## config.mk

```make
export PLATFORM = sky130hd
export DESIGN_NAME = add_seq_arbiter
export DESIGN_NICKNAME = d
export VERILOG_FILES = /design/src/rtl/add_seq_pkg.sv /design/src/rtl/add16_slice.sv /design/src/rtl/add_seq_arbiter.sv
export SDC_FILE = /design/constraint.sdc
export NUM_CORES = 1
export LEC_CHECK = 0
export ABC_AREA = 1
export CAP_MARGIN = 15
export CORE_ASPECT_RATIO = 0.7
export CORE_MARGIN = 3
export CORE_UTILIZATION = 40
export DETAILED_ROUTE_END_ITERATION = 10
export PLACE_DENSITY_LB_ADDON = 0.1
export SETUP_SLACK_MARGIN = 0.2
export SYNTH_ARGS = -nofsm -noshare
export SYNTH_HDL_FRONTEND = slang
export SYNTH_SLANG_ARGS = --single-unit
```

## constraint.sdc

```tcl
create_clock -name clk -period 2.47 [get_ports clk]
set_input_delay 0.247 -clock clk [delete_from_list [all_inputs] [get_ports clk]]
set_output_delay 0.247 -clock clk [all_outputs]
set_load 0.01 [all_outputs]
```

## src/rtl/add_seq_pkg.sv

```systemverilog
// Shared types and constants for the add_seq_arbiter slice.
// Optional rsp_ovf output is enabled by defining ADDSEQ_OVF_EN.
package add_seq_pkg;

  localparam int LIMB_W = 16;

  localparam logic [1:0] ST_IDLE = 2'd0;
  localparam logic [1:0] ST_BUSY = 2'd1;
  localparam logic [1:0] ST_RESP = 2'd2;

  typedef logic req_id_t;

  // Limb counter width; a single-limb build still needs one bit.
  function automatic int limb_cnt_w(input int words);
    return (words > 1) ? $clog2(words) : 1;
  endfunction

endpackage

```

## src/rtl/add16_slice.sv

```systemverilog
// Combinational 16-bit add slice; also exposes the carry into bit 15
// so the sequencer can derive signed overflow on the top limb.
module add16_slice
  import add_seq_pkg::*;
(
  input  logic [LIMB_W-1:0] a,
  input  logic [LIMB_W-1:0] b,
  input  logic              cin,
  output logic [LIMB_W-1:0] s,
  output logic              cout,
  output logic              c_msb
);

  logic [LIMB_W-1:0] lo;
  logic [1:0]        hi;

  // Low 15 bits first so the carry into the MSB is visible on its own.
  assign lo    = {1'b0, a[LIMB_W-2:0]} + {1'b0, b[LIMB_W-2:0]} + {{(LIMB_W-1){1'b0}}, cin};
  assign c_msb = lo[LIMB_W-1];
  assign hi    = {1'b0, a[LIMB_W-1]} + {1'b0, b[LIMB_W-1]} + {1'b0, c_msb};
  assign s     = {hi[0], lo[LIMB_W-2:0]};
  assign cout  = hi[1];

endmodule

```

## src/rtl/add_seq_arbiter.sv

```systemverilog
// Two-requester arbiter that sequences WORDS-limb additions through one add16_slice.
// Define ADDSEQ_OVF_EN to add the registered signed-overflow output rsp_ovf.
module add_seq_arbiter
  import add_seq_pkg::*;
#(
  parameter  int WORDS = 2,
  localparam int OPW   = LIMB_W * WORDS
) (
  input  logic           clk,
  input  logic           rst_n,
  input  logic           req0_valid,
  output logic           req0_ready,
  input  logic [OPW-1:0] req0_a,
  input  logic [OPW-1:0] req0_b,
  input  logic           req0_cin,
  input  logic           req1_valid,
  output logic           req1_ready,
  input  logic [OPW-1:0] req1_a,
  input  logic [OPW-1:0] req1_b,
  input  logic           req1_cin,
  output logic           rsp_valid,
  input  logic           rsp_ready,
  output logic [OPW-1:0] rsp_sum,
  output logic           rsp_cout,
  output logic           rsp_id
`ifdef ADDSEQ_OVF_EN
  , output logic         rsp_ovf
`endif
);

  localparam int             CW   = limb_cnt_w(WORDS);
  localparam logic [CW-1:0]  LAST = CW'(WORDS - 1);

  logic [1:0]                    state;
  req_id_t                       last_grant;
  req_id_t                       id_q;
  req_id_t                       winner;
  logic [WORDS-1:0][LIMB_W-1:0]  a_q;
  logic [WORDS-1:0][LIMB_W-1:0]  b_q;
  logic [WORDS-1:0][LIMB_W-1:0]  sum_q;
  logic [CW-1:0]                 limb;
  logic                          carry;
  logic                          accept;

  logic [LIMB_W-1:0]             s_limb;
  logic                          s_cout;
`ifdef ADDSEQ_OVF_EN
  logic                          s_cmsb;
  logic                          ovf_q;
`else
  logic                          s_cmsb_unused;
`endif

  // Lone requester wins; on a tie the one not granted last time wins.
  // NOTE: winner gets a default before any branch so no latch is inferred.
  always_comb begin
    winner = ~last_grant;
    if (req0_valid && !req1_valid)
      winner = 1'b0;
    else if (req1_valid && !req0_valid)
      winner = 1'b1;
  end

  assign req0_ready = (state == ST_IDLE) && req0_valid && (winner == 1'b0);
  assign req1_ready = (state == ST_IDLE) && req1_valid && (winner == 1'b1);
  assign accept     = req0_ready || req1_ready;

  add16_slice u_slice (
    .a     (a_q[limb]),
    .b     (b_q[limb]),
    .cin   (carry),
    .s     (s_limb),
    .cout  (s_cout),
`ifdef ADDSEQ_OVF_EN
    .c_msb (s_cmsb)
`else
    .c_msb (s_cmsb_unused)
`endif
  );

  // NOTE: all state here is sequential, so every assignment is non-blocking.
  always_ff @(posedge clk or negedge rst_n) begin
    if (!rst_n) begin
      state      <= ST_IDLE;
      last_grant <= 1'b1;
      id_q       <= 1'b0;
      a_q        <= '0;
      b_q        <= '0;
      sum_q      <= '0;
      limb       <= '0;
      carry      <= 1'b0;
`ifdef ADDSEQ_OVF_EN
      ovf_q      <= 1'b0;
`endif
    end else begin
      case (state)
        ST_IDLE: begin
          if (accept) begin
            a_q        <= winner ? req1_a   : req0_a;
            b_q        <= winner ? req1_b   : req0_b;
            carry      <= winner ? req1_cin : req0_cin;
            id_q       <= winner;
            last_grant <= winner;
            limb       <= '0;
            state      <= ST_BUSY;
          end
        end
        ST_BUSY: begin
          sum_q[limb] <= s_limb;
          carry       <= s_cout;
          if (limb == LAST) begin
`ifdef ADDSEQ_OVF_EN
            ovf_q <= s_cmsb ^ s_cout;
`endif
            state <= ST_RESP;
          end else begin
            limb <= limb + CW'(1);
          end
        end
        ST_RESP: begin
          if (rsp_ready)
            state <= ST_IDLE;
        end
        default: state <= ST_IDLE;
      endcase
    end
  end

  // The carry register doubles as the carry-out once the last limb is done.
  assign rsp_valid = (state == ST_RESP);
  assign rsp_sum   = sum_q;
  assign rsp_cout  = carry;
  assign rsp_id    = id_q;
`ifdef ADDSEQ_OVF_EN
  assign rsp_ovf   = ovf_q;
`endif

endmodule

```

Word-level counts from Yosys, hierarchy flattened --
Index checks and enable logic that the tools add are counted.
Cells by class: equality and inequality tests 5, reductions and logical operators 15, bitwise operators 2, $add $sub $neg 5, shifts and indexed selects 0, $lt $le $gt $ge 2, muxes and demuxes 21, divide/modulo/power cells 0, multipliers 0
Operators with widths (count):
- 2-to-1 mux 16 bit | 5
- 2-to-1 mux 32 bit | 2
- bitwise mux 32 bit | 1
- adder 15 x 15 -> 16 bit | 1
- adder 16 x 1 -> 16 bit | 1
- demux 16 bit (select 1 bit) | 1
- logical AND 1 bit | 7
- 2-to-1 mux 1 bit | 6
- 2-to-1 mux 2 bit | 3
- case mux 2 bit (3 select lines) | 1
- inequality test 2 bit, second input constant | 2
- case mux 1 bit (2 select lines) | 2
- AND reduction 2 bit | 2
- AND reduction 3 bit | 1
- adder 1 x 1 -> 2 bit | 1
- adder 2 x 1 -> 2 bit | 1
- equality test 2 x 1 -> 1 bit, second input constant | 1
- equality test 2 bit, second input constant | 1
- zero test 1 bit | 2
- zero test 2 bit | 1
- < comparator 1 x 2 -> 1 bit, second input constant | 1
- inequality test 2 x 1 -> 1 bit, second input constant | 1
- inverter 1 bit | 2
- nonzero test 2 bit | 1
- 3 further kinds | 3
Storage, ports and cells: memories kept 0, output and inout port bits 37, ROM bits 0, bits of input ports 135, bits in registers 102, memory bits (writable) 0, bits in latches 0

Longest topological paths before layout --
Gate-level depths: netlist of run 1.
depth after elaboration 9, gate-level depth with buffers 17

By module --
From an unflattened synthesis of run 1, not the netlist that was laid out.
Second synthesis, totals: cell total of the unflattened synthesis 805, area, all modules 5891.9 um^2
Modules (own cells, without submodules):
- add_seq_arbiter | area an instance 4879.7 um^2, sequential area each 2553.7 um^2, cells each 618, times used 1
- add16_slice | area an instance 1012.2 um^2, sequential area each 0.0 um^2, cells each 187, times used 1

Worst setup path before layout of run 1 --
OpenSTA, ideal clock, no wires.
kind flip-flop to flip-flop, start point register limb, end point register sum_q, in the netlist rsp_sum[15], library setup time 0.083 ns, cell stages (with the launch flop) 16, path slack -0.162 ns, data required time 2.387 ns, arrival 2.549 ns, period minus slack after synthesis 2.632 ns, cell sequence dfrtp_1 > clkbuf_1 > inv_1 > or2_2 > o21ai_0 > inv_1 > ha_1 > nand3_1 > nand2_1 > nand3_1 > nand3_1 > nand4_1 > nand2_1 > fa_1 > inv_1 > o21ai_0
Between the ends: longest elaborated chain between the ends 6, elaborated cells between the ends (all ways) 14, those cells by class add/sub: 4; order compare: 2; mux: 7; reduce/logical: 1
Ends and longest elaborated chain:
- from (decl) | line add_seq_arbiter.sv:41 | logic [CW-1:0] limb;
- from (signal assigned) | line add_seq_arbiter.sv:117 | limb <= limb + CW'(1);
- 2-to-1 mux 16 bit (on tied branches) (2 in series) | line add_seq_arbiter.sv:69, add_seq_arbiter.sv:70
- adder 15 x 15 -> 16 bit | line add16_slice.sv:18 | assign lo = {1'b0, a[LIMB_W-2:0]} + {1'b0, b[LIMB_W-2:0]} + {{(LIMB_W-1){1'b0}}, cin};
- adder 16 x 1 -> 16 bit | line add16_slice.sv:18
- adder 2 x 1 -> 2 bit (*) | line add16_slice.sv:20 | assign hi = {1'b0, a[LIMB_W-1]} + {1'b0, b[LIMB_W-1]} + {1'b0, c_msb};
- via s_limb[15] | line add_seq_arbiter.sv:45 | logic [LIMB_W-1:0] s_limb;
- bitwise mux 32 bit (*) | line add_seq_arbiter.sv:109 | sum_q[limb] <= s_limb;
- to (signal, indexed assignment) | line add_seq_arbiter.sv:109
- to (decl) | line add_seq_arbiter.sv:40 | logic [WORDS-1:0][LIMB_W-1:0] sum_q;
The timed path passes the listed nets; every way through them passes the cells marked *. The select of a mux whose other input is x is not followed. A chain may end at the register's enable or synchronous reset.

Worst setup path after layout of run 1 --
Ends and elaborated chain as after synthesis.

==> impl_results.html, run 1 <==
<table>
<tr><th>Metric</th><th>Value</th></tr>
<tr><th colspan="2">Power</th></tr>
<tr><td>Power per unit of standard cell area</td><td>1760 nW/um^2</td></tr>
<tr><td>Switching part of the total power</td><td>0.467</td></tr>
<tr><td>Clock power share</td><td>0.097</td></tr>
<tr><td>Power share of the sequential group</td><td>0.214</td></tr>
<tr><td>Internal power contribution</td><td>8.09 mW</td></tr>
<tr><td>Peak supply drop</td><td>0.797 mV</td></tr>
<tr><td>Combinational share of power</td><td>0.689</td></tr>
<tr><td>Net switching power</td><td>7.08 mW</td></tr>
<tr><td>Leakage power of the design</td><td>4.02 nW</td></tr>
<tr><th colspan="2">Floorplanning</th></tr>
<tr><td>Area of the core</td><td>13500 um^2</td></tr>
<tr><td>Width of the die</td><td>148 um</td></tr>
<tr><td># IOs</td><td>172</td></tr>
<tr><td>Site Rows</td><td>35</td></tr>
<tr><td>Die Span Y</td><td>106 um</td></tr>
<tr><td>Starting density of the core</td><td>0.420</td></tr>
<tr><td>DIE AREA</td><td>15600 um^2</td></tr>
<tr><th colspan="2">Outcome</th></tr>
<tr><td>Run status</td><td>finished, final reports clean</td></tr>
<tr><th colspan="2">Logic synthesis</th></tr>
<tr><td>Top post-synthesis cells by area</td><td>sky130_fd_sc_hd__dfrtp_1, sky130_fd_sc_hd__nand2_1, sky130_fd_sc_hd__a31oi_1</td></tr>
<tr><td>Proportion of synthesized flip-flops having asynchronous set or reset</td><td>1.00</td></tr>
<tr><td>Post-synth top cells</td><td>sky130_fd_sc_hd__nand2_1, sky130_fd_sc_hd__dfrtp_1, sky130_fd_sc_hd__nor2_1</td></tr>
<tr><td>Synth cell types</td><td>27</td></tr>
<tr><td>Seq/Total Area, Yosys</td><td>0.451</td></tr>
<tr><td>Syn Area/Cell</td><td>7.18 um^2</td></tr>
<tr><td>Synthesized instance count</td><td>789</td></tr>
<tr><td>Number of flops mapped to enable cells by yosys</td><td>0</td></tr>
<tr><td>Post-Syn Nets</td><td>941</td></tr>
<tr><td>Top-area cell type share of the netlist area</td><td>0.446</td></tr>
<tr><td>Most frequent cell after synthesis</td><td>sky130_fd_sc_hd__nand2_1</td></tr>
<tr><td>Post-synth top area cell</td><td>sky130_fd_sc_hd__dfrtp_1</td></tr>
<tr><td>Flip-flop cell with the highest count after synthesis</td><td>sky130_fd_sc_hd__dfrtp_1</td></tr>
<tr><td>Area of the mapped netlist</td><td>5660 um^2</td></tr>
<tr><td>Number of synthesized register bits</td><td>102</td></tr>
<tr><td>Number of warning messages in the yosys log</td><td>0</td></tr>
<tr><th colspan="2">Final layout</th></tr>
<tr><td>Antenna diode count</td><td>0</td></tr>
<tr><td>Fill cells</td><td>1192</td></tr>
<tr><td>Share of cells above drive strength 1</td><td>0.160</td></tr>
<tr><td>Core occupancy in the finished layout</td><td>0.638</td></tr>
<tr><td>Area growth from synthesis to final layout</td><td>52.0%</td></tr>
<tr><td>Post-layout net count</td><td>1129</td></tr>
<tr><td>Area of all placed cells without fillers</td><td>8610 um^2</td></tr>
<tr><th colspan="2">Global route</th></tr>
<tr><td>Overall global routing resource usage</td><td>0.228</td></tr>
<tr><td>Initial antenna violation count</td><td>0</td></tr>
<tr><td>Via count of the first global-routing pass</td><td>5810</td></tr>
<tr><td>Maximum number of pins on one net before global-route repair</td><td>131</td></tr>
<tr><td>Global-route wire length before repair</td><td>28.6 mm</td></tr>
<tr><td>Total congestion overflow</td><td>0</td></tr>
<tr><th colspan="2">CTS</th></tr>
<tr><td>Number of buffers on the longest clock path</td><td>2</td></tr>
<tr><td>CTS buffer count</td><td>9</td></tr>
<tr><td>Number of H-tree branching levels</td><td>3</td></tr>
<tr><td>Worst-Skew Late Latency</td><td>0.35 ns</td></tr>
<tr><td>TritonCTS sink count</td><td>102</td></tr>
<tr><td>CTS Root Cell</td><td>sky130_fd_sc_hd__clkbuf_16</td></tr>
<tr><td>CTS tree</td><td>yes</td></tr>
<tr><td>Clock-pin transition on the worst setup and hold timing paths</td><td>0.07 ns</td></tr>
<tr><th colspan="2">Timing</th></tr>
<tr><td>Number of pins with negative max-slew slack in the final report</td><td>0</td></tr>
<tr><td>Worst-case clock skew</td><td>0.0101 ns</td></tr>
<tr><td>Final worst-path cycle share</td><td>0.989</td></tr>
<tr><td>Slew at the pin closest to its max-slew limit</td><td>0.737 ns</td></tr>
<tr><td>Final-report setup violation count</td><td>0</td></tr>
<tr><td>Clock period minus worst slack</td><td>2.44 ns</td></tr>
<tr><td>Maximum frequency from static timing analysis</td><td>409 MHz</td></tr>
<tr><td>Final Hold Violating Endpoints</td><td>0</td></tr>
<tr><td>Tightest slew margin relative to the limit</td><td>0.508</td></tr>
<tr><td>RSZ-0062 raised after global routing</td><td>yes</td></tr>
<tr><th colspan="2">Worst setup path</th></tr>
<tr><td>Most used cell along the critical path</td><td>sky130_fd_sc_hd__nand2_2</td></tr>
<tr><td>Worst path bufs/invs</td><td>3</td></tr>
<tr><td>Cell count along the critical path</td><td>14</td></tr>
<tr><td>Slowest cell on crit path</td><td>sky130_fd_sc_hd__fa_1</td></tr>
<tr><td>Worst path arrival time</td><td>2.72 ns</td></tr>
<tr><td>Critical Path Fanout Max</td><td>8</td></tr>
<tr><td>Cell breakdown of the critical path</td><td>inv_8 -&gt; buf_8 -&gt; nand2_2 -&gt; nand2_2 -&gt; ha_4 -&gt; a21oi_4 -&gt; nand2_2 -&gt; nand3_2 -&gt; nand3_2 -&gt; nand4_1 -&gt; nand2_2 -&gt; fa_1 -&gt; inv_2 -&gt; o21ai_1</td></tr>
<tr><td>Cell depth of the worst flop-to-flop path</td><td>14</td></tr>
<tr><td>Setup CP Type</td><td>flop to flop</td></tr>
<tr><td>Family with the most delay on the worst path</td><td>adder cells</td></tr>
<tr><td>Crit. End Element</td><td>flop</td></tr>
<tr><td>Critical path launch point type</td><td>flop</td></tr>
<tr><td>Required time at the worst-slack endpoint</td><td>2.75 ns</td></tr>
<tr><td>Reg-to-reg slack, setup</td><td>0.03 ns</td></tr>
<tr><td>Critical Path Max Stage Delay</td><td>0.50 ns</td></tr>
<tr><th colspan="2">Detailed routing</th></tr>
<tr><td>Met2 Routed Length</td><td>8.08 mm</td></tr>
<tr><td>DR WL met3</td><td>1.05 mm</td></tr>
<tr><td>Vias per std cell</td><td>4.98</td></tr>
<tr><td>Detailed Route Iter0 Violations</td><td>348</td></tr>
<tr><td>First-pass iteration count of the detailed router</td><td>5</td></tr>
<tr><td>Count of unresolved DRC violations after routing</td><td>0</td></tr>
<tr><td>Top Layer Used</td><td>met4</td></tr>
<tr><td>Post-route ant nets</td><td>0</td></tr>
<tr><td>Final wirelength</td><td>18.1 mm</td></tr>
<tr><td>Vias</td><td>5809</td></tr>
<tr><td>Per-cell routed wire length</td><td>15.5 um</td></tr>
<tr><td>Routed length on met1</td><td>8.57 mm</td></tr>
<tr><th colspan="2">Placed design</th></tr>
<tr><td>Total placed instance area</td><td>7670 um^2</td></tr>
<tr><td>Quantity of I/O buffers inserted on ports</td><td>171</td></tr>
<tr><td>Final HPWL DP</td><td>13.6 mm</td></tr>
<tr><td>Weighted congestion at the end of routability-driven global placement</td><td>0.890</td></tr>
<tr><th colspan="2">Hold path</th></tr>
<tr><td>Class of the tightest hold or removal check</td><td>input pin to async pin</td></tr>
<tr><th colspan="2">Flow run</th></tr>
<tr><td># Max-Cap Violations</td><td>0</td></tr>
</table>
## state kept, by name, summed over array words and instances, names as in the netlist
name        count
state           2
rsp_id          1
limb            1
rsp_cout        1
b_q            32
a_q            32
last_grant      1
rsp_sum        32
## layer usage
| layer | up-vias | global-route usage |
|---|---|---|
| met2 | 184 | 0.353 |
| met5 | - | 0 |
| met3 | 34 | 0.0507 |
| met4 | 0 | 0.0672 |
| li1 | 2886 | - |
| met1 | 2705 | 0.321 |
## area by class of cell
type	count	area, um^2	area share
Multi-Input combinational cell	591	3120	0.362
Sequential cell	102	2550	0.297
Timing Repair Buffer	217	2180	0.253
Tap cell	185	231	0.0269
Clock buffer	9	225	0.0262
Inverter	55	215	0.0250
Clock inverter	7	80.1	0.00930
Timing Repair inverter	1	7.51	0.000872
## cells by family after synthesis
logic type / after synthesis / share of synthesized area
buffers and inverters: 96 / 0.0740
XOR/XNOR: 5 / 0.00773
AND/OR/NAND/NOR: 476 / 0.328
adder cells (fa/ha/maj): 17 / 0.0415
flip-flops: 102 / 0.451
AO/OA/AOI/OAI: 93 / 0.0979
## path summary, 6_finish.rpt
kind / from / endpoint
worst min register to register: rsp_sum[27] / rsp_sum[27]
min in group clk: req1_b[15] / b_q[15]
worst max register to register: limb / rsp_sum[15]
max in group asynchronous: rst_n / a_q[13]
worst min-delay path: rst_n / b_q[31]
worst max-delay path: limb / rsp_sum[15]
## layout by cell type (no fill, tap or decap), types with 3 or more instances in the layout
cell type	count
sky130_fd_sc_hd__a21oi_1	6
sky130_fd_sc_hd__a21oi_2	3
sky130_fd_sc_hd__a31oi_1	64
sky130_fd_sc_hd__buf_12	4
sky130_fd_sc_hd__buf_4	36
sky130_fd_sc_hd__clkbuf_16	11
sky130_fd_sc_hd__clkdlybuf4s50_1	170
sky130_fd_sc_hd__dfrtp_1	100
sky130_fd_sc_hd__ha_1	3
sky130_fd_sc_hd__ha_4	10
sky130_fd_sc_hd__inv_1	46
sky130_fd_sc_hd__inv_2	7
sky130_fd_sc_hd__nand2_1	310
sky130_fd_sc_hd__nand2_2	33
sky130_fd_sc_hd__nand2_4	10
sky130_fd_sc_hd__nand3_1	22
sky130_fd_sc_hd__nand3_2	6
sky130_fd_sc_hd__nand4_1	3
sky130_fd_sc_hd__nor2_1	79
sky130_fd_sc_hd__nor2_2	3
sky130_fd_sc_hd__o21ai_0	11
sky130_fd_sc_hd__o21ai_2	4
## per-stage QoR
step           instances  TNS, ns  hold WS, ns  setup slack [ns]  power [mW]
3_3_place_gp        1127        0        0.283            0.0634        11.2
4_1_cts             1162        0        0.449            0.0829        14.0
5_1_grt             1167   -0.627        0.468            -0.126        16.4
6_report            1167        0        0.448            0.0274        15.2
3_5_place_dp        1127  -0.0161        0.303          -0.00823        11.3
2_1_floorplan        789        0      -0.0486             0.167        8.44
## power groups by stage
stage | clock (mW) | combinational (mW) | sequential [mW]
finish | 1.47 | 10.4 | 3.25
global route | 1.56 | 11.5 | 3.34
CTS | 1.49 | 9.30 | 3.23
detailed placement | 0 | 8.08 | 3.24
global placement | 0 | 7.95 | 3.24
floorplan | 0 | 5.38 | 3.06
## timing repair
| action | 4_1_cts | 5_1_grt |
|---|---|---|
| setup buffers | 16 | 3 |
| endpoints found under the setup margin | 15 | 25 |
| resized for setup | 44 | 55 |
| hold buffers | 1 | 0 |
| endpoints found under the hold margin | 44 | 0 |
| cloned | 2 | 2 |
| pin swaps | 19 | 21 |
No activity file was read; power rests on OpenSTA's default activity.
==> inputs of run 2 (changes only) <==
--- a/config.mk
+++ b/config.mk
@@ -7,9 +7,9 @@
 export LEC_CHECK = 0
 export ABC_AREA = 1
 export CAP_MARGIN = 15
-export CORE_ASPECT_RATIO = 0.7
+export CORE_ASPECT_RATIO = 1.75
 export CORE_MARGIN = 3
-export CORE_UTILIZATION = 40
+export CORE_UTILIZATION = 43
 export DETAILED_ROUTE_END_ITERATION = 10
 export PLACE_DENSITY_LB_ADDON = 0.1
 export SETUP_SLACK_MARGIN = 0.2
==> impl_results.html, run 2 (synthesis results as in run 1) <==
<table>
<tr><th>Metric</th><th>Value</th></tr>
<tr><th colspan="2">Global route</th></tr>
<tr><td>Initial antenna violation count</td><td>0</td></tr>
<tr><td>Busiest layer in global routing</td><td>met2</td></tr>
<tr><td>Via count of the first global-routing pass</td><td>5629</td></tr>
<tr><td>Maximum number of pins on one net before global-route repair</td><td>131</td></tr>
<tr><td>Global routing usage on met1</td><td>0.263</td></tr>
<tr><td>Global-route wire length before repair</td><td>26.7 mm</td></tr>
<tr><td>Met2 capacity usage during global routing</td><td>0.433</td></tr>
<tr><td>Overall global routing resource usage</td><td>0.231</td></tr>
<tr><td>Total congestion overflow</td><td>0</td></tr>
<tr><td>M3 GR Usage</td><td>0.0323</td></tr>
<tr><th colspan="2">Hold path</th></tr>
<tr><td>Class of the tightest hold or removal check</td><td>input pin to async pin</td></tr>
<tr><th colspan="2">Worst setup path</th></tr>
<tr><td>Critical Path Fanout Max</td><td>7</td></tr>
<tr><td>Reg-to-reg slack, setup</td><td>-0.04 ns</td></tr>
<tr><td>FF-to-FF End</td><td>rsp_sum[31]</td></tr>
<tr><td>Critical path launch point type</td><td>flop</td></tr>
<tr><td>Worst path arrival time</td><td>2.79 ns</td></tr>
<tr><td>Crit. End Element</td><td>flop</td></tr>
<tr><td>Cell depth of the worst flop-to-flop path</td><td>17</td></tr>
<tr><td>Required time at the worst-slack endpoint</td><td>2.75 ns</td></tr>
<tr><td>Setup CP Type</td><td>flop to flop</td></tr>
<tr><td>Reg2Reg Launch Point</td><td>limb</td></tr>
<tr><th colspan="2">Detailed routing</th></tr>
<tr><td>First-pass iteration count of the detailed router</td><td>5</td></tr>
<tr><td>Post-route ant nets</td><td>0</td></tr>
<tr><td>Count of unresolved DRC violations after routing</td><td>0</td></tr>
<tr><td>Vias per std cell</td><td>4.99</td></tr>
<tr><td>Vias</td><td>5756</td></tr>
<tr><td>Final wirelength</td><td>17.3 mm</td></tr>
<tr><td>Detailed Route Iter0 Violations</td><td>204</td></tr>
<tr><td>Per-cell routed wire length</td><td>15.0 um</td></tr>
<tr><th colspan="2">Placed design</th></tr>
<tr><td>Worst slack at placement</td><td>-0.0805 ns</td></tr>
<tr><td>Weighted congestion at the end of routability-driven global placement</td><td>0.877</td></tr>
<tr><td>Final HPWL DP</td><td>13.2 mm</td></tr>
<tr><td>Quantity of I/O buffers inserted on ports</td><td>171</td></tr>
<tr><td>Number of placed cells counting well taps</td><td>1119</td></tr>
<tr><th colspan="2">Final layout</th></tr>
<tr><td>Area growth from synthesis to final layout</td><td>53.9%</td></tr>
<tr><td>Fill cells</td><td>1125</td></tr>
<tr><td>Antenna diode count</td><td>0</td></tr>
<tr><td>Register cell area after layout</td><td>2550 um^2</td></tr>
<tr><td>Count of placed standard cells in the final layout, fillers left out</td><td>1153</td></tr>
<tr><td>Share of cells above drive strength 1</td><td>0.180</td></tr>
<tr><td>Post-layout net count</td><td>1132</td></tr>
<tr><td>Top library cells by usage in the layout, fill and taps aside</td><td>sky130_fd_sc_hd__nand2_1, sky130_fd_sc_hd__clkdlybuf4s50_1, sky130_fd_sc_hd__dfrtp_1, sky130_fd_sc_hd__nor2_1, sky130_fd_sc_hd__a31oi_1</td></tr>
<tr><td>Area occupied by multi-input gates</td><td>3240 um^2</td></tr>
<tr><td>Most common cell after layout, fill and taps aside</td><td>sky130_fd_sc_hd__nand2_1</td></tr>
<tr><th colspan="2">Power</th></tr>
<tr><td>Leakage power of the design</td><td>4.06 nW</td></tr>
<tr><td>Power per unit of standard cell area</td><td>1750 nW/um^2</td></tr>
<tr><td>Peak supply drop</td><td>0.705 mV</td></tr>
<tr><th colspan="2">Floorplanning</th></tr>
<tr><td># IOs</td><td>172</td></tr>
<tr><td>DIE AREA</td><td>14600 um^2</td></tr>
<tr><td>Die Span Y</td><td>158 um</td></tr>
<tr><td>Site Rows</td><td>54</td></tr>
<tr><td>Width of the die</td><td>92.8 um</td></tr>
<tr><td>Area of the core</td><td>12700 um^2</td></tr>
<tr><td>Starting density of the core</td><td>0.446</td></tr>
<tr><th colspan="2">Timing</th></tr>
<tr><td>Final Hold Violating Endpoints</td><td>0</td></tr>
<tr><td>Maximum frequency from static timing analysis</td><td>398 MHz</td></tr>
<tr><td>Slew at the pin closest to its max-slew limit</td><td>0.713 ns</td></tr>
<tr><td>Final-report setup violation count</td><td>2</td></tr>
<tr><td>Setup ws final</td><td>-0.0415 ns</td></tr>
<tr><td>Clock period minus worst slack</td><td>2.51 ns</td></tr>
<tr><td>Number of pins with negative max-slew slack in the final report</td><td>0</td></tr>
<tr><td>Final worst-path cycle share</td><td>1.02</td></tr>
<tr><td>Worst-case clock skew</td><td>0.0145 ns</td></tr>
<tr><td>RSZ-0062 raised after global routing</td><td>yes</td></tr>
<tr><td>Setup tns final</td><td>-0.0727 ns</td></tr>
<tr><td>Tightest slew margin relative to the limit</td><td>0.524</td></tr>
<tr><th colspan="2">CTS</th></tr>
<tr><td>Worst-Skew Late Latency</td><td>0.35 ns</td></tr>
<tr><td>Clock-pin transition on the worst setup and hold timing paths</td><td>0.08 ns</td></tr>
<tr><td>Number of buffers on the longest clock path</td><td>2</td></tr>
<tr><td>CTS tree</td><td>yes</td></tr>
<tr><td>TritonCTS sink count</td><td>102</td></tr>
<tr><td>CTS buffer count</td><td>9</td></tr>
<tr><td>Number of H-tree branching levels</td><td>3</td></tr>
<tr><td>CTS Root Cell</td><td>sky130_fd_sc_hd__clkbuf_16</td></tr>
<tr><th colspan="2">Outcome</th></tr>
<tr><td>Run status</td><td>complete, but fails checks</td></tr>
<tr><td>Failing checks</td><td>negative setup slack</td></tr>
<tr><th colspan="2">Flow run</th></tr>
<tr><td># Max-Cap Violations</td><td>0</td></tr>
</table>
## run 2: cell types whose count changed in the layout (fill, tap and decap cells not counted), moves of 3 or more
cell	before	now
sky130_fd_sc_hd__nand2_1	310	303
sky130_fd_sc_hd__nand2_4	10	15
sky130_fd_sc_hd__nand3_1	22	17
sky130_fd_sc_hd__nand3_2	6	10
sky130_fd_sc_hd__nor2_1	79	76
## run 2: power breakdown
group          internal (mW)  switching, mW
Clock                  0.702          0.664
Combinational           4.85           5.87
Sequential              2.55          0.600
## run 2: final cells by class
type | count | share of cell area
clock buffer | 10 | 0.0263
clock inverter | 6 | 0.00632
inverter | 55 | 0.0250
multi-input combinational | 591 | 0.372
sequential | 102 | 0.293
tap | 168 | 0.0241
timing repair buffer | 218 | 0.251
timing repair inverter | 3 | 0.00230
## run 2: per-layer routing
| layer | vias up | part of all wire |
|---|---|---|
| met2 | 154 | 0.55 |
| met1 | 2684 | 0.38 |
| met3 | 30 | 0.038 |
| met4 | 0 | 0.030 |
| met5 | - | 0 |
| li1 | 2888 | - |
## run 2: worst max-delay path: stages (launching register included)
cell and delay (ns):
sky130_fd_sc_hd__dfrtp_2 0.42, sky130_fd_sc_hd__buf_4 0.16, sky130_fd_sc_hd__inv_8 0.08, sky130_fd_sc_hd__buf_12 0.14, sky130_fd_sc_hd__nand2_4 0.05, sky130_fd_sc_hd__nand2_4 0.07, sky130_fd_sc_hd__ha_4 0.22, sky130_fd_sc_hd__nand2_4 0.09
sky130_fd_sc_hd__inv_2 0.04, sky130_fd_sc_hd__nand2_1 0.06, sky130_fd_sc_hd__nand2_1 0.07, sky130_fd_sc_hd__nand2_2 0.07, sky130_fd_sc_hd__nand3_2 0.09, sky130_fd_sc_hd__nand4_1 0.10, sky130_fd_sc_hd__nand2_2 0.09, sky130_fd_sc_hd__fa_1 0.54
sky130_fd_sc_hd__inv_2 0.05, sky130_fd_sc_hd__o21ai_2 0.10
## run 2: through the flow
| stage | hold slack (ns) | cell area, um^2 | power [mW] | utilization |
|---|---|---|---|---|
| 2_1_floorplan | -0.0486 | 5760 | 8.44 | - |
| 3_3_place_gp | 0.284 | 7720 | 11.2 | 0.608 |
| 3_5_place_dp | 0.284 | 7720 | 11.4 | 0.608 |
| 5_1_grt | 0.457 | 8720 | 16.6 | 0.686 |
| 6_report | 0.427 | 8720 | 15.2 | 0.686 |
| 4_1_cts | 0.447 | 8120 | 13.1 | 0.639 |
## run 2: worst max path at each step
stage,from,to,cells past startpoint,slack (ns)
floorplan,limb,rsp_sum[15],17,0.17
global placement,limb,rsp_sum[31],13,-0.01
detailed placement,limb,rsp_sum[31],13,-0.08
CTS,limb,rsp_sum[31],14,-0.004
global route,limb,rsp_sum[31],17,-0.17
finish,limb,rsp_sum[31],17,-0.04
## run 2: what timing repair did
action                                 4_1_cts  5_1_grt
gates resized for setup                     20      111
setup endpoints to repair                   15       27
buffers inserted                             0       11
endpoints found under the hold margin       42        0
hold buffers                                 1        0
pin swaps                                    2       44
cloned                                       2        4
==> inputs of run 3 (changes only) <==
--- a/config.mk
+++ b/config.mk
@@ -11,6 +11,7 @@
 export CORE_MARGIN = 3
 export CORE_UTILIZATION = 43
 export DETAILED_ROUTE_END_ITERATION = 10
+export GPL_TIMING_DRIVEN = 0
 export PLACE_DENSITY_LB_ADDON = 0.1
 export SETUP_SLACK_MARGIN = 0.2
 export SYNTH_ARGS = -nofsm -noshare
==> impl_results.html, run 3 (synthesis results as in run 1) <==
<table>
<tr><th>Metric</th><th>Value</th></tr>
<tr><th colspan="2">Worst setup path</th></tr>
<tr><td>Critical Path Fanout Max</td><td>8</td></tr>
<tr><td>Setup CP Type</td><td>flop to flop</td></tr>
<tr><td>Cell depth of the worst flop-to-flop path</td><td>17</td></tr>
<tr><td>Reg2Reg Launch Point</td><td>limb</td></tr>
<tr><td>Required time at the worst-slack endpoint</td><td>2.76 ns</td></tr>
<tr><td>FF-to-FF End</td><td>rsp_sum[31]</td></tr>
<tr><td>CP Capture Point</td><td>rsp_sum[31]</td></tr>
<tr><td>Reg-to-reg slack, setup</td><td>-0.14 ns</td></tr>
<tr><td>Source of the critical timing path</td><td>limb</td></tr>
<tr><td>Crit. End Element</td><td>flop</td></tr>
<tr><td>Worst path arrival time</td><td>2.89 ns</td></tr>
<tr><td>Critical path launch point type</td><td>flop</td></tr>
<tr><th colspan="2">Final layout</th></tr>
<tr><td>Antenna diode count</td><td>0</td></tr>
<tr><td>Area growth from synthesis to final layout</td><td>55.9%</td></tr>
<tr><td>Area of all placed cells without fillers</td><td>8830 um^2</td></tr>
<tr><td>Post-layout net count</td><td>1159</td></tr>
<tr><td>Top library cells by usage in the layout, fill and taps aside</td><td>sky130_fd_sc_hd__nand2_1, sky130_fd_sc_hd__clkdlybuf4s50_1, sky130_fd_sc_hd__dfrtp_1, sky130_fd_sc_hd__nor2_1, sky130_fd_sc_hd__a31oi_1</td></tr>
<tr><td>Fill cells</td><td>1079</td></tr>
<tr><td>Most common cell after layout, fill and taps aside</td><td>sky130_fd_sc_hd__nand2_1</td></tr>
<tr><td>Share of cells above drive strength 1</td><td>0.177</td></tr>
<tr><th colspan="2">Timing</th></tr>
<tr><td>Worst-case clock skew</td><td>0.0104 ns</td></tr>
<tr><td>Final Hold Violating Endpoints</td><td>0</td></tr>
<tr><td>Final-report setup violation count</td><td>6</td></tr>
<tr><td>Setup ws final</td><td>-0.138 ns</td></tr>
<tr><td>Tightest slew margin relative to the limit</td><td>0.650</td></tr>
<tr><td>RSZ-0062 raised after global routing</td><td>yes</td></tr>
<tr><td>Clock period minus worst slack</td><td>2.61 ns</td></tr>
<tr><td>Setup tns final</td><td>-0.519 ns</td></tr>
<tr><td>Number of pins with negative max-slew slack in the final report</td><td>0</td></tr>
<tr><td>Final worst-path cycle share</td><td>1.06</td></tr>
<tr><td>Maximum frequency from static timing analysis</td><td>384 MHz</td></tr>
<tr><td>Slew at the pin closest to its max-slew limit</td><td>0.525 ns</td></tr>
<tr><th colspan="2">Power</th></tr>
<tr><td>Leakage power of the design</td><td>4.14 nW</td></tr>
<tr><td>Peak supply drop</td><td>0.828 mV</td></tr>
<tr><td>Power per unit of standard cell area</td><td>1790 nW/um^2</td></tr>
<tr><th colspan="2">Detailed routing</th></tr>
<tr><td>Final wirelength</td><td>18.5 mm</td></tr>
<tr><td>Count of unresolved DRC violations after routing</td><td>0</td></tr>
<tr><td>Vias per std cell</td><td>5.06</td></tr>
<tr><td>Vias</td><td>5972</td></tr>
<tr><td>Per-cell routed wire length</td><td>15.7 um</td></tr>
<tr><td>Post-route ant nets</td><td>0</td></tr>
<tr><td>First-pass iteration count of the detailed router</td><td>5</td></tr>
<tr><td>Detailed Route Iter0 Violations</td><td>407</td></tr>
<tr><th colspan="2">Floorplanning</th></tr>
<tr><td>Die Span Y</td><td>158 um</td></tr>
<tr><td># IOs</td><td>172</td></tr>
<tr><td>Area of the core</td><td>12700 um^2</td></tr>
<tr><td>Width of the die</td><td>92.8 um</td></tr>
<tr><td>Site Rows</td><td>54</td></tr>
<tr><td>DIE AREA</td><td>14600 um^2</td></tr>
<tr><td>Starting density of the core</td><td>0.446</td></tr>
<tr><th colspan="2">CTS</th></tr>
<tr><td>Number of buffers on the longest clock path</td><td>2</td></tr>
<tr><td>CTS tree</td><td>yes</td></tr>
<tr><td>Worst-Skew Late Latency</td><td>0.36 ns</td></tr>
<tr><td>Number of H-tree branching levels</td><td>3</td></tr>
<tr><td>CTS Root Cell</td><td>sky130_fd_sc_hd__clkbuf_16</td></tr>
<tr><td>CTS buffer count</td><td>9</td></tr>
<tr><td>Clock-pin transition on the worst setup and hold timing paths</td><td>0.07 ns</td></tr>
<tr><td>TritonCTS sink count</td><td>102</td></tr>
<tr><th colspan="2">Placed design</th></tr>
<tr><td>Weighted congestion at the end of routability-driven global placement</td><td>0.918</td></tr>
<tr><td>Quantity of I/O buffers inserted on ports</td><td>171</td></tr>
<tr><td>Final HPWL DP</td><td>13.9 mm</td></tr>
<tr><td>Total placed instance area</td><td>7710 um^2</td></tr>
<tr><th colspan="2">Flow run</th></tr>
<tr><td># Max-Cap Violations</td><td>0</td></tr>
<tr><th colspan="2">Global route</th></tr>
<tr><td>Initial antenna violation count</td><td>0</td></tr>
<tr><td>Overall global routing resource usage</td><td>0.252</td></tr>
<tr><td>Total congestion overflow</td><td>0</td></tr>
<tr><td>Global-route wire length before repair</td><td>28.6 mm</td></tr>
<tr><td>Maximum number of pins on one net before global-route repair</td><td>67</td></tr>
<tr><td>Via count of the first global-routing pass</td><td>5886</td></tr>
<tr><th colspan="2">Outcome</th></tr>
<tr><td>Run status</td><td>complete, but fails checks</td></tr>
<tr><td>Failing checks</td><td>negative setup slack</td></tr>
<tr><th colspan="2">Hold path</th></tr>
<tr><td>Class of the tightest hold or removal check</td><td>input pin to async pin</td></tr>
</table>
## run 3: changes by cell type in the layout (fill, tap and decap cells not counted), moves of 4 or more
| cell | previous run | this run |
|---|---|---|
| sky130_fd_sc_hd__clkbuf_1 | 1 | 13 |
| sky130_fd_sc_hd__buf_12 | 5 | 0 |
| sky130_fd_sc_hd__nand2_1 | 303 | 310 |
| sky130_fd_sc_hd__nand2_4 | 15 | 10 |
| sky130_fd_sc_hd__clkbuf_8 | 0 | 4 |
| sky130_fd_sc_hd__buf_2 | 0 | 14 |
## run 3: layer usage
| metal | vias to the layer above | GRT usage | wire length (um) |
|---|---|---|---|
| met2 | 213 | 0.488 | 10400 |
| li1 | 2938 | - | - |
| met4 | 0 | 0.101 | 665 |
| met5 | - | 0 | 0 |
| met1 | 2768 | 0.264 | 6600 |
| met3 | 53 | 0.0466 | 885 |
## run 3: cell type report
type / instances / area, um^2 / area share
Clock buffer: 10 / 229 / 0.0259
Clock inverter: 6 / 92.6 / 0.0105
Tap cell: 168 / 210 / 0.0238
Sequential cell: 102 / 2550 / 0.289
Buffer: 41 / 339 / 0.0384
Multi-Input combinational cell: 591 / 3170 / 0.359
Inverter: 55 / 219 / 0.0248
Timing Repair Buffer: 207 / 2020 / 0.229
## run 3: metrics by stage
step	std cells	setup slack (ns)	power [mW]	util	hold slack, ns
floorplan	789	0.167	8.44	-	-0.0486
global placement	1128	-2.69	10.8	0.605	0.455
detailed placement	1129	-0.335	11.0	0.607	0.233
CTS	1170	-0.0607	14.3	0.675	0.403
global route	1180	-0.243	17.0	0.695	0.447
finish	1180	-0.138	15.8	0.695	0.387
## run 3: what timing repair did
item                                    CTS  global route
setup buffers                            22            10
endpoints found under the setup margin   16            19
hold buffers                              1             0
resized for setup                        72            49
pin swaps                                26            28
hold endpoints to repair                 36             0
cloned                                    2             0
## run 3: how the worst min path moves through the flow
stage	endpoint	startpoint	slack, ns	cells after the start
2_1_floorplan	a_q[0]	rst_n	-0.05	0
3_3_place_gp	rsp_sum[18]	rsp_sum[18]	0.45	2
3_5_place_dp	state[1]	rst_n	0.23	1
4_1_cts	state[1]	rst_n	0.40	2
5_1_grt	state[1]	rst_n	0.45	2
6_report	state[1]	rst_n	0.39	2
## run 3: where the power goes
group	switching, mW	total (mW)	internal, mW
sequential	0.543	3.09	2.55
combinational	6.11	11.1	5.04
clock	0.654	1.55	0.896
## run 3: worst max-delay path, cell delays in order (launching register included)
cell,delay (ns)
sky130_fd_sc_hd__dfrtp_1,0.36
sky130_fd_sc_hd__buf_8,0.15
sky130_fd_sc_hd__clkinv_8,0.08
sky130_fd_sc_hd__clkbuf_16,0.17
sky130_fd_sc_hd__nand2_1,0.05
sky130_fd_sc_hd__nand2_1,0.08
sky130_fd_sc_hd__ha_4,0.28
sky130_fd_sc_hd__nand2_4,0.08
sky130_fd_sc_hd__inv_2,0.04
sky130_fd_sc_hd__nand2_1,0.06
sky130_fd_sc_hd__nand2_1,0.06
sky130_fd_sc_hd__nand2_2,0.08
sky130_fd_sc_hd__nand3_2,0.10
sky130_fd_sc_hd__nand4_1,0.12
sky130_fd_sc_hd__nand2_2,0.10
sky130_fd_sc_hd__fa_2,0.55
sky130_fd_sc_hd__inv_2,0.04
sky130_fd_sc_hd__o21ai_1,0.11
